**config.mk**
```make
export PLATFORM = sky130hd
export DESIGN_NAME = cp0_regs
export DESIGN_NICKNAME = d
export VERILOG_FILES = /design/src/rtl/cp0_regs.sv
export SDC_FILE = /design/constraint.sdc
export NUM_CORES = 1
export LEC_CHECK = 0
export CAP_MARGIN = 15
export CORE_AREA = 2 2 154 156
export CTS_CLUSTER_SIZE = 24
export DETAILED_ROUTE_END_ITERATION = 10
export DIE_AREA = 0 0 156 158
export GPL_ROUTABILITY_DRIVEN = 0
export GPL_TIMING_DRIVEN = 0
export PLACE_DENSITY = 0.72
export SLEW_MARGIN = 20
export SYNTH_ARGS = -nofsm -noshare
export SYNTH_HDL_FRONTEND = slang
export SYNTH_SLANG_ARGS = --single-unit
```
**constraint.sdc**
```tcl
create_clock -name clk -period 1.92 [get_ports clk]
set_input_delay 0.384 -clock clk [delete_from_list [all_inputs] [get_ports clk]]
set_output_delay 0.384 -clock clk [all_outputs]
set_load 0.02 [all_outputs]
```
**src/rtl/cp0_regs.sv**
```systemverilog
// Coprocessor-0 register file with exception/ERET flush-redirect sequencer
// and the Count/Compare timer that feeds the interrupt request back to the detector.
//
// state | meaning
// IDLE  | accepting except_i / eret_i
// FLUSH | flush_o asserted, events ignored
// REDIR | redirect_o asserted with redirect_pc_o = target
module cp0_regs #(
    parameter logic [31:0] EXC_VECTOR = 32'hBFC0_0380
) (
    input  logic        clk,
    input  logic        rst_n,
    input  logic        except_i,
    input  logic [31:0] cause_i,
    input  logic [31:0] state_i,
    input  logic [31:0] badpc_i,
    input  logic [31:0] badaddr_i,
    input  logic        eret_i,
    input  logic        mtc0_we_i,
    input  logic [4:0]  c0_addr_i,
    input  logic [31:0] c0_wdata_i,
    input  logic [5:0]  hw_int_i,
    output logic [31:0] c0_rdata_o,
    output logic        int_o,
    output logic        flush_o,
    output logic        redirect_o,
    output logic [31:0] redirect_pc_o,
    output logic        exl_o
);

    localparam logic [4:0] ADDR_BADVADDR = 5'd8;
    localparam logic [4:0] ADDR_COUNT    = 5'd9;
    localparam logic [4:0] ADDR_COMPARE  = 5'd11;
    localparam logic [4:0] ADDR_STATUS   = 5'd12;
    localparam logic [4:0] ADDR_CAUSE    = 5'd13;
    localparam logic [4:0] ADDR_EPC      = 5'd14;

    typedef enum logic [1:0] {
        IDLE  = 2'd0,
        FLUSH = 2'd1,
        REDIR = 2'd2
    } state_t;

    state_t      state_q, state_d;

    logic [31:0] status_q;
    logic [31:0] epc_q;
    logic [31:0] badvaddr_q;
    logic [31:0] count_q;
    logic [31:0] compare_q;
    logic [31:0] target_q;
    logic        bd_q;
    logic        ti_q;
    logic [4:0]  exc_code_q;
    logic [1:0]  sw_ip_q;
    logic [5:0]  hw_ip_q;
    logic [31:0] cause_val;

    logic accept_exc;
    logic accept_eret;
    logic wr_count, wr_compare, wr_status, wr_cause, wr_epc;
    logic addr_exc;

    assign accept_exc  = (state_q == IDLE) && except_i;
    assign accept_eret = (state_q == IDLE) && eret_i && !except_i;

    assign wr_count   = mtc0_we_i && (c0_addr_i == ADDR_COUNT);
    assign wr_compare = mtc0_we_i && (c0_addr_i == ADDR_COMPARE);
    assign wr_status  = mtc0_we_i && (c0_addr_i == ADDR_STATUS);
    assign wr_cause   = mtc0_we_i && (c0_addr_i == ADDR_CAUSE);
    assign wr_epc     = mtc0_we_i && (c0_addr_i == ADDR_EPC);

    // AdEL / AdES are the only codes that carry a meaningful bad address.
    assign addr_exc = (cause_i[6:2] == 5'd4) || (cause_i[6:2] == 5'd5);

    assign cause_val = {bd_q, ti_q, 14'b0, hw_ip_q[5] | ti_q, hw_ip_q[4:0],
                        sw_ip_q, 1'b0, exc_code_q, 2'b00};

    always_ff @(posedge clk or negedge rst_n) begin
        if (!rst_n) begin
            state_q <= IDLE;
        end else begin
            state_q <= state_d;
        end
    end

    always_comb begin
        state_d = state_q;
        case (state_q)
            IDLE:    if (except_i || eret_i) state_d = FLUSH;
            FLUSH:   state_d = REDIR;
            REDIR:   state_d = IDLE;
            default: state_d = IDLE;
        endcase
    end

    always_comb begin
        flush_o       = 1'b0;
        redirect_o    = 1'b0;
        redirect_pc_o = 32'h0;
        case (state_q)
            FLUSH: flush_o = 1'b1;
            REDIR: begin
                redirect_o    = 1'b1;
                redirect_pc_o = target_q;
            end
            default: ;
        endcase
    end

    // An accepted exception owns Status/Cause/EPC for its cycle; mtc0 there is dropped.
    always_ff @(posedge clk or negedge rst_n) begin
        if (!rst_n) begin
            status_q   <= 32'h0040_0000;
            epc_q      <= 32'h0;
            badvaddr_q <= 32'h0;
            bd_q       <= 1'b0;
            exc_code_q <= 5'd0;
            sw_ip_q    <= 2'b00;
            target_q   <= 32'h0;
        end else begin
            if (accept_exc) begin
                status_q   <= status_q | state_i;
                exc_code_q <= cause_i[6:2];
                target_q   <= EXC_VECTOR;
                if (!status_q[1]) begin
                    epc_q <= badpc_i;
                    bd_q  <= cause_i[31];
                end
                if (addr_exc) begin
                    badvaddr_q <= badaddr_i;
                end
            end else begin
                if (accept_eret) begin
                    status_q[1] <= 1'b0;
                    target_q    <= epc_q;
                end else if (wr_status) begin
                    status_q <= c0_wdata_i;
                end
                if (wr_cause) begin
                    sw_ip_q <= c0_wdata_i[9:8];
                end
                if (wr_epc) begin
                    epc_q <= c0_wdata_i;
                end
            end
        end
    end

    // Software writes beat the free-running increment and the compare match.
    always_ff @(posedge clk or negedge rst_n) begin
        if (!rst_n) begin
            count_q   <= 32'h0;
            compare_q <= 32'h0;
            ti_q      <= 1'b0;
            hw_ip_q   <= 6'b0;
        end else begin
            hw_ip_q <= hw_int_i;
            if (wr_count) begin
                count_q <= c0_wdata_i;
            end else begin
                count_q <= count_q + 32'd1;
            end
            if (wr_compare) begin
                compare_q <= c0_wdata_i;
                ti_q      <= 1'b0;
            end else if (count_q == compare_q) begin
                ti_q <= 1'b1;
            end
        end
    end

    always_comb begin
        c0_rdata_o = 32'h0;
        case (c0_addr_i)
            ADDR_BADVADDR: c0_rdata_o = badvaddr_q;
            ADDR_COUNT:    c0_rdata_o = count_q;
            ADDR_COMPARE:  c0_rdata_o = compare_q;
            ADDR_STATUS:   c0_rdata_o = status_q;
            ADDR_CAUSE:    c0_rdata_o = cause_val;
            ADDR_EPC:      c0_rdata_o = epc_q;
            default:       c0_rdata_o = 32'h0;
        endcase
    end

    assign int_o = status_q[0] && !status_q[1] && (|(cause_val[15:8] & status_q[15:8]));
    assign exl_o = status_q[1];

endmodule

```
==> flow_summary.ini <==
[outcome]
status = finished with violations
failed_checks = negative setup slack

[placed_design]
placed_area_um2 = 12700
hpwl_mm = 25.8
portBuffers = 216
place_worst_setup_slack_ns = -1.97

[grt]
first_global_vias = 9403
grt_use_total_pct = 30.2
grt_max_degree = 88
grt_pass1_wl_mm = 55.9
antenna_found_initial = 2
grt-ovfl-total = 0

[clock_tree]
cts-root-buf = clkbuf_16
cts_tree = yes
cts.sinks = 209
cts_buffer_depth = 3
clk_pin_slew_ns = 0.06
clock_latency_ns = 0.51
cts.htree.levels = 1
cts-buffers-inserted = 22

[timing]
skew_ns = 0.0114
fmaxAchievable_ghz = 0.454
worstMarginPinSlew_ns = 0.779
fin_crit_sh_pct = 115
finalCriticalPeriod_ns = 2.20
slew_headroom_pct = 48.1
rsz0062_at_grt = yes
maxSlewViolCount = 0
finalHoldViolCount = 0
setup_viol = 62
layout_setup_ws_ns = -0.283

[die]
die_width_um = 156
core_um2 = 23100
die_area_um2 = 24600
ios = 244
num_rows = 56
initial_core_util_pct = 44.0
fp.dieH_um = 158

[setup_path]
cp_slowest_cell = dfrtp_1
crit_required_ns = 1.54
max_stage_delay_ns = 0.41
cp-start-kind = register
r2r_cells = 8
arrival_ns = 1.82
cp-end-kind = primary output
worstPathMaxFanout = 2
path_class = reg2out
path_cells = a22o_1 > a221oi_2 > a311oi_2 > buf_4

[power]
finalPower_uw = 18400
p_leak_uw = 0.00640
ir_worst_vdd_uv = 554
power_density_nw_per_um2 = 1230

[synth]
synth-main-ff-cell = dfrtp_1
syn_inst = 962
synthArstFlopShare_pct = 100
synth-edff-count = 0
avgSynthCellArea_um2 = 10.5
ys_seq_area_share_pct = 51.6
synth_area_leaders = dfrtp_1 (51%), mux2_2 (7.3%), a21oi_1 (4.7%)
synth_seq_cells = 209
synth_fp_nets = 1139
syn_area_um2 = 10100
yosys_warnings = 0
yosysTopAreaCell = dfrtp_1
synth_cell_types = 46
synth_top_cell_area_share_pct = 51.3

[cells_and_area]
synthToLayoutAreaGrowth_pct = 46.9
final_layout_size_suffix_gt1_share_pct = 30.6
finalInstanceArea_um2 = 14900
nets = 1434

[route]
drtIter0Drc = 855
wl_per_cell_um = 24.0
drt_wl_total_mm = 37.6
routed_via_density = 6.01
firstDrtPassIters = 5
drc_errors = 0
dr_total_vias = 9392
postRouteAntennaNets = 0

[job]
cap_viol_max_count = 0

[worst_hold_path]
hp-class = in2reg
hold_path_depth = 1
==> worst max-delay path, delay by kind of cell (launching register included) <==
family	cells	cell delay, ns
AOI/OAI and AO/OA	3	0.71
buffers and inverters	1	0.20
DFF	1	0.41
==> cells in the final DEF, fill, tap and decap left out, types with 12 or more instances in the layout <==
cell type,synthesis,routed
clkbuf_8,1,15
buf_6,0,83
buf_4,0,39
and2_4,0,24
nor2_1,71,68
dfrtp_1,208,203
clkdlybuf4s50_1,0,142
a222oi_1,18,18
a21oi_1,96,96
nand3_1,27,14
clkbuf_1,45,16
o21ai_0,33,25
nand4_1,14,14
clkbuf_16,0,29
mux2_2,66,66
xnor2_1,52,52
a22oi_2,0,31
o22a_1,12,12
mux2i_1,32,32
nand2_1,79,72
a22o_1,21,21
a22oi_1,60,29
buf_2,22,14
nand3_2,0,13
==> cells in the mapped netlist, types with 2 or more instances <==
cell and count:
o21ai_1 2, nor4b_1 3, a21oi_1 96, o22a_1 12, xnor2_1 52, and4_1 5, buf_2 22, nand3_1 27
nor2b_1 3, nand3b_1 2, nor4_1 10, nand4_1 14, nand2_1 79, o21ai_0 33, mux2_2 66, nor3_1 9
a22o_1 21, mux2_1 2, a22oi_1 60, nor3_2 2, inv_1 6, clkbuf_1 45, nor2_1 71, and2_1 33
nand2b_1 2, a222oi_1 18, dfrtp_1 208, mux2i_1 32, xor2_1 10
==> through the flow <==
| stage | instances | utilization, % | setup TNS (ns) | hold slack, ns |
|---|---|---|---|---|
| 2_1_floorplan | 962 | - | 0 | 0.0884 |
| 3_3_place_gp | 1468 | 55.0 | -1898.11 | 0.463 |
| 3_5_place_dp | 1470 | 55.3 | -184.10 | 0.303 |
| 4_1_cts | 1557 | 63.8 | -7.71 | 0.295 |
| 5_1_grt | 1564 | 64.7 | -12.00 | 0.316 |
| 6_report | 1564 | 64.7 | -9.66 | 0.315 |
==> flip-flops by register name, summed over array words and instances, names as in the netlist <==
name / flops
badvaddr_q: 32
bd_q: 1
compare_q: 32
count_q: 32
epc_q: 32
exc_code_q: 5
hw_ip_q: 6
state_q: 2
status_q: 32
sw_ip_q: 2
target_q: 32
ti_q: 1
==> metal layers <==
metal | global-route usage (%) | part of all wire, %
met4 | 15.0 | 5.2
met5 | 0 | 0
met3 | 6.95 | 11
met1 | 40.3 | 39
met2 | 46.6 | 45
==> final cells by class <==
cell class | instances | area (um^2)
fillers | 1750 | 8140
flip-flops and latches | 209 | 5240
multi-input cells | 678 | 5040
repair buffers | 273 | 2880
clock buffers | 30 | 632
plain buffers | 67 | 577
well taps | 290 | 363
clock inverters | 10 | 154
inverters | 6 | 22.5
diodes | 1 | 2.50
==> power by group <==
group | leakage, uW | total, uW | internal, uW | switching [uW]
Combinational | 0.00354 | 6260 | 3170 | 3100
Clock | 0.000390 | 4630 | 2840 | 1780
Sequential | 0.00247 | 7490 | 5940 | 1550
==> cells by family (layout without fill, tap and decap cells) <==
group / Yosys count / count (layout) / synth area share (%)
DFF: 209 / 209 / 51.6
xor gates and xnor gates: 62 / 62 / 5.35
AOI/OAI and AO/OA: 248 / 248 / 16.1
other: 0 / 1 / 0
and+or+nand+nor: 267 / 267 / 13.1
buffers and inverters: 75 / 386 / 3.14
adders and majority gates: 1 / 1 / 0.123
muxes: 100 / 100 / 10.7
==> worst paths after layout <==
path | start | endpoint | slack, ns
worst max register to register | state_q[1] | epc_q[16] | 0.02
worst max-delay path | status_q[11] | int_o | -0.28
max in group asynchronous | rst_n | status_q[22] | 0.80
worst min-delay path | hw_int_i[0] | hw_ip_q[0] | 0.32
worst min register to register | exc_code_q[4] | exc_code_q[4] | 0.48
min in group asynchronous | rst_n | status_q[5] | 0.36
==> timing repair <==
item | in CTS | in global routing
pin swaps | 75 | 10
setup buffers | 38 | 8
resized for setup | 603 | 75
gates cloned | 9 | 0
hold buffers | 1 | 0
setup endpoints to repair | 226 | 163
hold endpoints to repair | 43 | 0
(Power assumes the default switching activity.)
